### config.mk
export PLATFORM = sky130hd
export DESIGN_NAME = serial_tx_arbiter_flat
export DESIGN_NICKNAME = d
export VERILOG_FILES = /design/src/rtl/serial_tx_arbiter_if.sv /design/src/rtl/serial_tx_arbiter.sv /design/src/flat_wrapper.sv
export SDC_FILE = /design/constraint.sdc
export NUM_CORES = 1
export LEC_CHECK = 0
export BUFFER_PORTS_ARGS = -buffer_cell sky130_fd_sc_hd__buf_2
export CELL_PAD_IN_SITES_DETAIL_PLACEMENT = 2
export CELL_PAD_IN_SITES_GLOBAL_PLACEMENT = 2
export CORE_UTILIZATION = 27
export DETAILED_ROUTE_END_ITERATION = 10
export PLACE_DENSITY = 0.84
export SKIP_LAST_GASP = 1
export SYNTH_ARGS = -nofsm -noshare
export SYNTH_HDL_FRONTEND = slang
export SYNTH_SLANG_ARGS = --single-unit
### constraint.sdc
create_clock -name i_clk -period 1.79 [get_ports i_clk]
set_clock_uncertainty 0.1 [all_clocks]
set_input_delay 0.0895 -clock i_clk [delete_from_list [all_inputs] [get_ports i_clk]]
set_output_delay 0.0895 -clock i_clk [all_outputs]
set_load 0.005 [all_outputs]
### src/rtl/serial_tx_arbiter_if.sv
// serial_tx_arbiter_if: requester handshake plus send_serial drive/status bundle.
// The slave modport is the arbiter's view; master is the producers/UART side.
interface serial_tx_arbiter_if #(
    parameter int NUM_REQ = 2,
    parameter int DATA_W  = 8
);
    logic [NUM_REQ-1:0]        req_valid;
    logic [NUM_REQ*DATA_W-1:0] req_data;
    logic [NUM_REQ-1:0]        req_last;
    logic [NUM_REQ-1:0]        req_ready;
    logic [DATA_W-1:0]         tx_data;
    logic                      tx_we;
    logic                      tx_busy;
    logic [NUM_REQ-1:0]        grant;
    logic                      tx_err;

    modport master (
        output req_valid, req_data, req_last, tx_busy,
        input  req_ready, tx_data, tx_we, grant, tx_err
    );

    modport slave (
        input  req_valid, req_data, req_last, tx_busy,
        output req_ready, tx_data, tx_we, grant, tx_err
    );
endinterface

### src/rtl/serial_tx_arbiter.sv
// serial_tx_arbiter: round-robin sharing of one send_serial transmitter among NUM_REQ
// byte requesters; a packet keeps the grant until its last byte has left the line.
module serial_tx_arbiter #(
    parameter int NUM_REQ      = 2,
    parameter int DATA_W       = 8,
    parameter int BUSY_TIMEOUT = 16
) (
    input  logic              i_clk,
    input  logic              i_rst_n,
    serial_tx_arbiter_if.slave bus
);
    localparam int PW = $clog2(NUM_REQ);
    localparam int TW = $clog2(BUSY_TIMEOUT + 1);

    typedef enum logic [2:0] {
        S_IDLE, S_LOAD, S_ISSUE, S_WAIT_BUSY, S_WAIT_DONE
    } state_t;

    state_t              r_state, w_next;
    logic [PW-1:0]       r_ptr, r_gidx, w_pick;
    logic [NUM_REQ-1:0]  r_grant;
    logic [DATA_W-1:0]   r_tx_data;
    logic                r_last;
    logic [TW-1:0]       r_timer;
    logic                w_done, w_err, w_own_valid;

    assign w_own_valid   = bus.req_valid[r_gidx];
    assign bus.tx_we     = r_state == S_ISSUE;
    assign bus.tx_err    = w_err;
    assign bus.req_ready = (r_state == S_LOAD) ? r_grant : '0;
    assign bus.grant     = r_grant;
    assign bus.tx_data   = r_tx_data;

    // Descending scan so the requester closest to r_ptr is the last (winning) write.
    always_comb begin
        w_pick = r_ptr;
        for (int i = NUM_REQ - 1; i >= 0; i--) begin
            if (bus.req_valid[(int'(r_ptr) + i) % NUM_REQ])
                w_pick = PW'((int'(r_ptr) + i) % NUM_REQ);
        end
    end

    always_comb begin
        w_next = r_state;
        w_done = 1'b0;
        w_err  = 1'b0;
        case (r_state)
            S_IDLE:      if (|bus.req_valid && !bus.tx_busy) w_next = S_LOAD;
            S_LOAD:      if (w_own_valid) w_next = S_ISSUE;
            S_ISSUE:     w_next = S_WAIT_BUSY;
            S_WAIT_BUSY: begin
                if (bus.tx_busy) w_next = S_WAIT_DONE;
                else if (r_timer == TW'(BUSY_TIMEOUT - 1)) begin
                    w_err  = 1'b1;
                    w_done = 1'b1;
                end
            end
            S_WAIT_DONE: w_done = !bus.tx_busy;
            default:     w_next = S_IDLE;
        endcase
        // A timed-out byte leaves exactly like a completed one.
        if (w_done) w_next = r_last ? S_IDLE : S_LOAD;
    end

    always_ff @(posedge i_clk or negedge i_rst_n) begin
        if (!i_rst_n) begin
            r_state   <= S_IDLE;
            r_ptr     <= '0;
            r_gidx    <= '0;
            r_grant   <= '0;
            r_tx_data <= '0;
            r_last    <= 1'b0;
            r_timer   <= '0;
        end else begin
            r_state <= w_next;
            if (r_state == S_IDLE && w_next == S_LOAD) begin
                r_gidx  <= w_pick;
                r_grant <= NUM_REQ'(1) << w_pick;
            end
            if (r_state == S_LOAD && w_own_valid) begin
                r_tx_data <= bus.req_data[int'(r_gidx)*DATA_W +: DATA_W];
                r_last    <= bus.req_last[r_gidx];
            end
            if (r_state == S_ISSUE) r_timer <= '0;
            else if (r_state == S_WAIT_BUSY && !bus.tx_busy) r_timer <= r_timer + 1'b1;
            if (w_done && r_last) begin
                r_grant <= '0;
                r_ptr   <= (r_gidx == PW'(NUM_REQ - 1)) ? '0 : r_gidx + 1'b1;
            end
        end
    end
endmodule

### src/flat_wrapper.sv
// flat-port wrapper written by rule: the top's interface ports become plain ports
module serial_tx_arbiter_flat 
#(
    parameter int NUM_REQ      = 2,
    parameter int DATA_W       = 8,
    parameter int BUSY_TIMEOUT = 16
)
  (i_clk, i_rst_n, bus_req_valid, bus_req_data, bus_req_last, bus_tx_busy, bus_req_ready, bus_tx_data, bus_tx_we, bus_grant, bus_tx_err);
  serial_tx_arbiter_if #(.NUM_REQ(NUM_REQ), .DATA_W(DATA_W)) bus_i ();
  input  logic i_clk;
  input  logic i_rst_n;
  input wire logic [$bits(bus_i.req_valid)-1:0] bus_req_valid;
  input wire logic [$bits(bus_i.req_data)-1:0] bus_req_data;
  input wire logic [$bits(bus_i.req_last)-1:0] bus_req_last;
  input wire logic [$bits(bus_i.tx_busy)-1:0] bus_tx_busy;
  output wire logic [$bits(bus_i.req_ready)-1:0] bus_req_ready;
  output wire logic [$bits(bus_i.tx_data)-1:0] bus_tx_data;
  output wire logic [$bits(bus_i.tx_we)-1:0] bus_tx_we;
  output wire logic [$bits(bus_i.grant)-1:0] bus_grant;
  output wire logic [$bits(bus_i.tx_err)-1:0] bus_tx_err;
  assign bus_i.req_valid = bus_req_valid;
  assign bus_i.req_data = bus_req_data;
  assign bus_i.req_last = bus_req_last;
  assign bus_i.tx_busy = bus_tx_busy;
  assign bus_req_ready = bus_i.req_ready;
  assign bus_tx_data = bus_i.tx_data;
  assign bus_tx_we = bus_i.tx_we;
  assign bus_grant = bus_i.grant;
  assign bus_tx_err = bus_i.tx_err;
  serial_tx_arbiter #(.NUM_REQ(NUM_REQ), .DATA_W(DATA_W), .BUSY_TIMEOUT(BUSY_TIMEOUT)) u_core (.i_clk(i_clk), .i_rst_n(i_rst_n), .bus(bus_i));
endmodule
==> impl_metrics.csv <==
group,metric,value,unit
timing,setup_violations,2,
power_and_ir_drop,p_leak,0.777,nW
timing,maxSlewViolCount,0,
run_status,status,"finished with violations",
placement,dpl_cell_area,1410,um2
layout,final_design_area_no_fill,1590,um2
job,drv_cap,0,
layout,drive_gt1_share,39.4,%
global_route,grt_pass1_wl,5510,um
timing,layout_setup_ws,-0.0314,ns
clock_network,clock-sinks,21,
drt,antenna_left,0,
synthesis,ys_top_cells_by_count,"dfrtp_1 (21), nor2_1 (15), a21oi_1 (12), mux2i_1 (10), a22o_1 (6)",
floorplan,initial_utilization,28.5,%
power_and_ir_drop,power.total,2.45,mW
drt,wl,3910,um
critical_path,r2r_end,"u_core.bus.grant[1]$_DFFE_PN0P_",
hold_path,whs_path_depth,3,
timing,finalCritPeriodShare,102,%
critical_path,critical_path_arrival,1.63,ns
global_route,grt_max_degree,22,
synthesis,yosys-top-cells-area,"dfrtp_1 (45%), mux2i_1 (8.6%), a21oi_1 (5.2%), nor2_1 (4.9%), a22o_1 (4.5%)",
timing,hold_violations,0,
hold_path,hold_class,"in -> reg",
timing,tightestPinTransition,0.498,ns
critical_path,critPathTopFamily,"flip-flops",
critical_path,rrSetupSlack,-0.01,ns
critical_path,crit_required,1.60,ns
timing,setup_tns,-0.0383,ns
synthesis,synth.net_count,140,
timing,fin_crit,1.82,ns
critical_path,ff2ff_path_depth,7,
clock_network,max-clock-path-buffers,2,
power_and_ir_drop,peakVddDrop,540,uV
timing,max_freq,0.549,GHz
synthesis,async_reset_ff_share,100,%
critical_path,cp-start-kind,"flop",
placement,post-dp-hpwl,2610,um
hold_path,hold_start,"bus_req_data[2]",
global_route,overflow,0,
drt,drt_iter0_drc,32,
drt,drtPass1Iterations,4,
floorplan,rows,23,
critical_path,cp_num_buf_inv,2,
floorplan,floorplan.die_area,4550,um2
run_status,violations,"setup timing",
floorplan,fp.dieH,67.5,um
synthesis,synth_sequential_area_ratio,45.4,%
hold_path,holdPathEnd,"u_core.bus.tx_data[2]$_DFFE_PN0P_",
synthesis,synth_enable_flop_cells,0,
floorplan,die_w,67.5,um
synthesis,synth_ff_type,"dfrtp_1",
floorplan,io_pins,37,
synthesis,ys_ff_latch,21,
critical_path,critical_path.cell_chain,"nand2b_1, buf_4, nor3_1, buf_2",
layout,diodes,0,
placement,dp_slack,-0.00119,ns
critical_path,endpoint_kind,"output pin",
synthesis,yosys.area.top_type,"dfrtp_1",
synthesis,yosysWarnings,0,
synthesis,synthCells,115,
floorplan,core,4060,um2
layout,nNetsFinal,191,
synthesis,syn_avg_cell_area,10.1,um2
layout,areaGrowthSynthToFinish,37.3,%
clock_network,clkTransAtPathRegs,0.09,ns
clock_network,cts-buffers-inserted,3,
drt,drc,0,
clock_network,htree_levels,1,
clock_network,cts_root_buf,"clkbuf_8",
synthesis,synth_cell_types,35,
synthesis,synth_area,1160,um2
synthesis,synth_most_common_cell,"dfrtp_1",
critical_path,cpPeakStageDelay,0.54,ns
drt,viasPerCell,5.14,
clock_network,worstSkewPairLatency,0.27,ns
placement,numPortBuffers,36,
global_route,grtUsageTotal,16.4,%
global_route,antenna_found_initial,0,
critical_path,worstReg2RegStart,"u_core.r_timer[1]$_DFFE_PN0P_",
synthesis,synthDominantCellAreaShare,45.4,%
global_route,grt_pass1_vias,1157,
clock_network,cts_tree,"done",
critical_path,path_max_fanout,12,
critical_path,crit_slowest_cell,"dfrtp_1",
drt,vias,1106,
drt,wl_per_cell,18.2,um
power_and_ir_drop,powerDensity,1540,nW/um2
placement,gp_congestion,0.784,
critical_path,crit_type,"reg -> out",
timing,slew_headroom,66.8,%
worst max path at each step:
stage,to,startpoint,cells after the start
floorplan,u_core.r_ptr$_DFFE_PN0P_,u_core.r_timer[0]$_DFFE_PN0P_,7
global placement,u_core.bus.grant[1]$_DFFE_PN0P_,u_core.r_timer[0]$_DFFE_PN0P_,7
global route,bus_tx_err,u_core.r_state[1]$_DFF_PN0_,4
detailed placement,u_core.bus.grant[1]$_DFFE_PN0P_,u_core.r_timer[0]$_DFFE_PN0P_,7
finish,bus_tx_err,u_core.r_state[1]$_DFF_PN0_,4
CTS,u_core.bus.grant[1]$_DFFE_PN0P_,u_core.r_timer[1]$_DFFE_PN0P_,7
registers in the layout, summed over array words and instances (netlist names):
name                cells
u_core.bus.tx_data      8
u_core.r_timer          5
u_core.r_state          3
u_core.bus.grant        2
u_core.r_gidx           1
u_core.r_last           1
u_core.r_ptr            1
cell type report:
cell class	count	area, um2
fill	444	2470
multi-input combinational	85	633
sequential	21	527
timing repair buffer	53	313
tap	50	62.6
clock buffer	3	41.3
inverter	2	7.51
clock inverter	1	5.00
metrics by stage:
step	std cells	utilization [%]	hold WS (ns)
6_report	215	39.2	0.0160
5_1_grt	215	39.2	0.0309
4_1_cts	208	36.8	0.0175
3_5_place_dp	201	34.8	-0.00786
3_3_place_gp	201	34.8	-0.0293
2_1_floorplan	115	-	-0.306
cell usage in the layout (no fill, tap or decap), types with 3 or more instances in the layout:
cell / instances
buf_2: 36
dfrtp_1: 20
nor2_1: 15
buf_4: 15
a21oi_1: 12
mux2i_1: 10
a22o_1: 6
nor3_1: 5
nand2b_1: 4
nand2_1: 4
and2_1: 3
a21o_1: 3
clkbuf_8: 3
timing repair:
item / 4_1_cts / 5_1_grt
hold endpoints to repair: 22 / 0
setup buffers: 1 / 7
pin swaps: 1 / 2
cloned: 0 / 0
gates resized for setup: 2 / 8
setup endpoints to repair: 4 / 6
hold buffers: 2 / 0
report_power, final:
| group | leakage (nW) | total [mW] | internal, mW | switching, mW |
|---|---|---|---|---|
| Clock | 0.0255 | 0.324 | 0.155 | 0.169 |
| Sequential | 0.246 | 0.895 | 0.681 | 0.214 |
| Combinational | 0.506 | 1.23 | 0.610 | 0.620 |
layer usage:
metal	vias to the layer above	share of wire, %	global-route usage, %
met5	-	0	0
met4	0	1.5	6.65
met3	7	2.4	1.52
met2	24	55	28.8
met1	561	41	20.4
li1	514	-	-
logic make-up (layout without fill, tap and decap cells):
logic type	Yosys count	after routing	synth area share (%)
and+or+nand+nor	41	41	20.2
AOI/OAI and AO/OA	31	31	18.3
DFF	21	21	45.4
muxes	11	11	9.62
buffers and inverters	9	59	4.32
adders and majority gates	2	2	2.16
worst reg2reg max path, stage by stage, from the launching register on:
cell and delay, ns:
dfrtp_1 0.38, ha_2 0.19, and3_4 0.19, ha_4 0.13
nand2_4 0.07, a2bb2oi_4 0.18, nor3b_4 0.23, and2b_1 0.22
(Power assumes the default switching activity.)
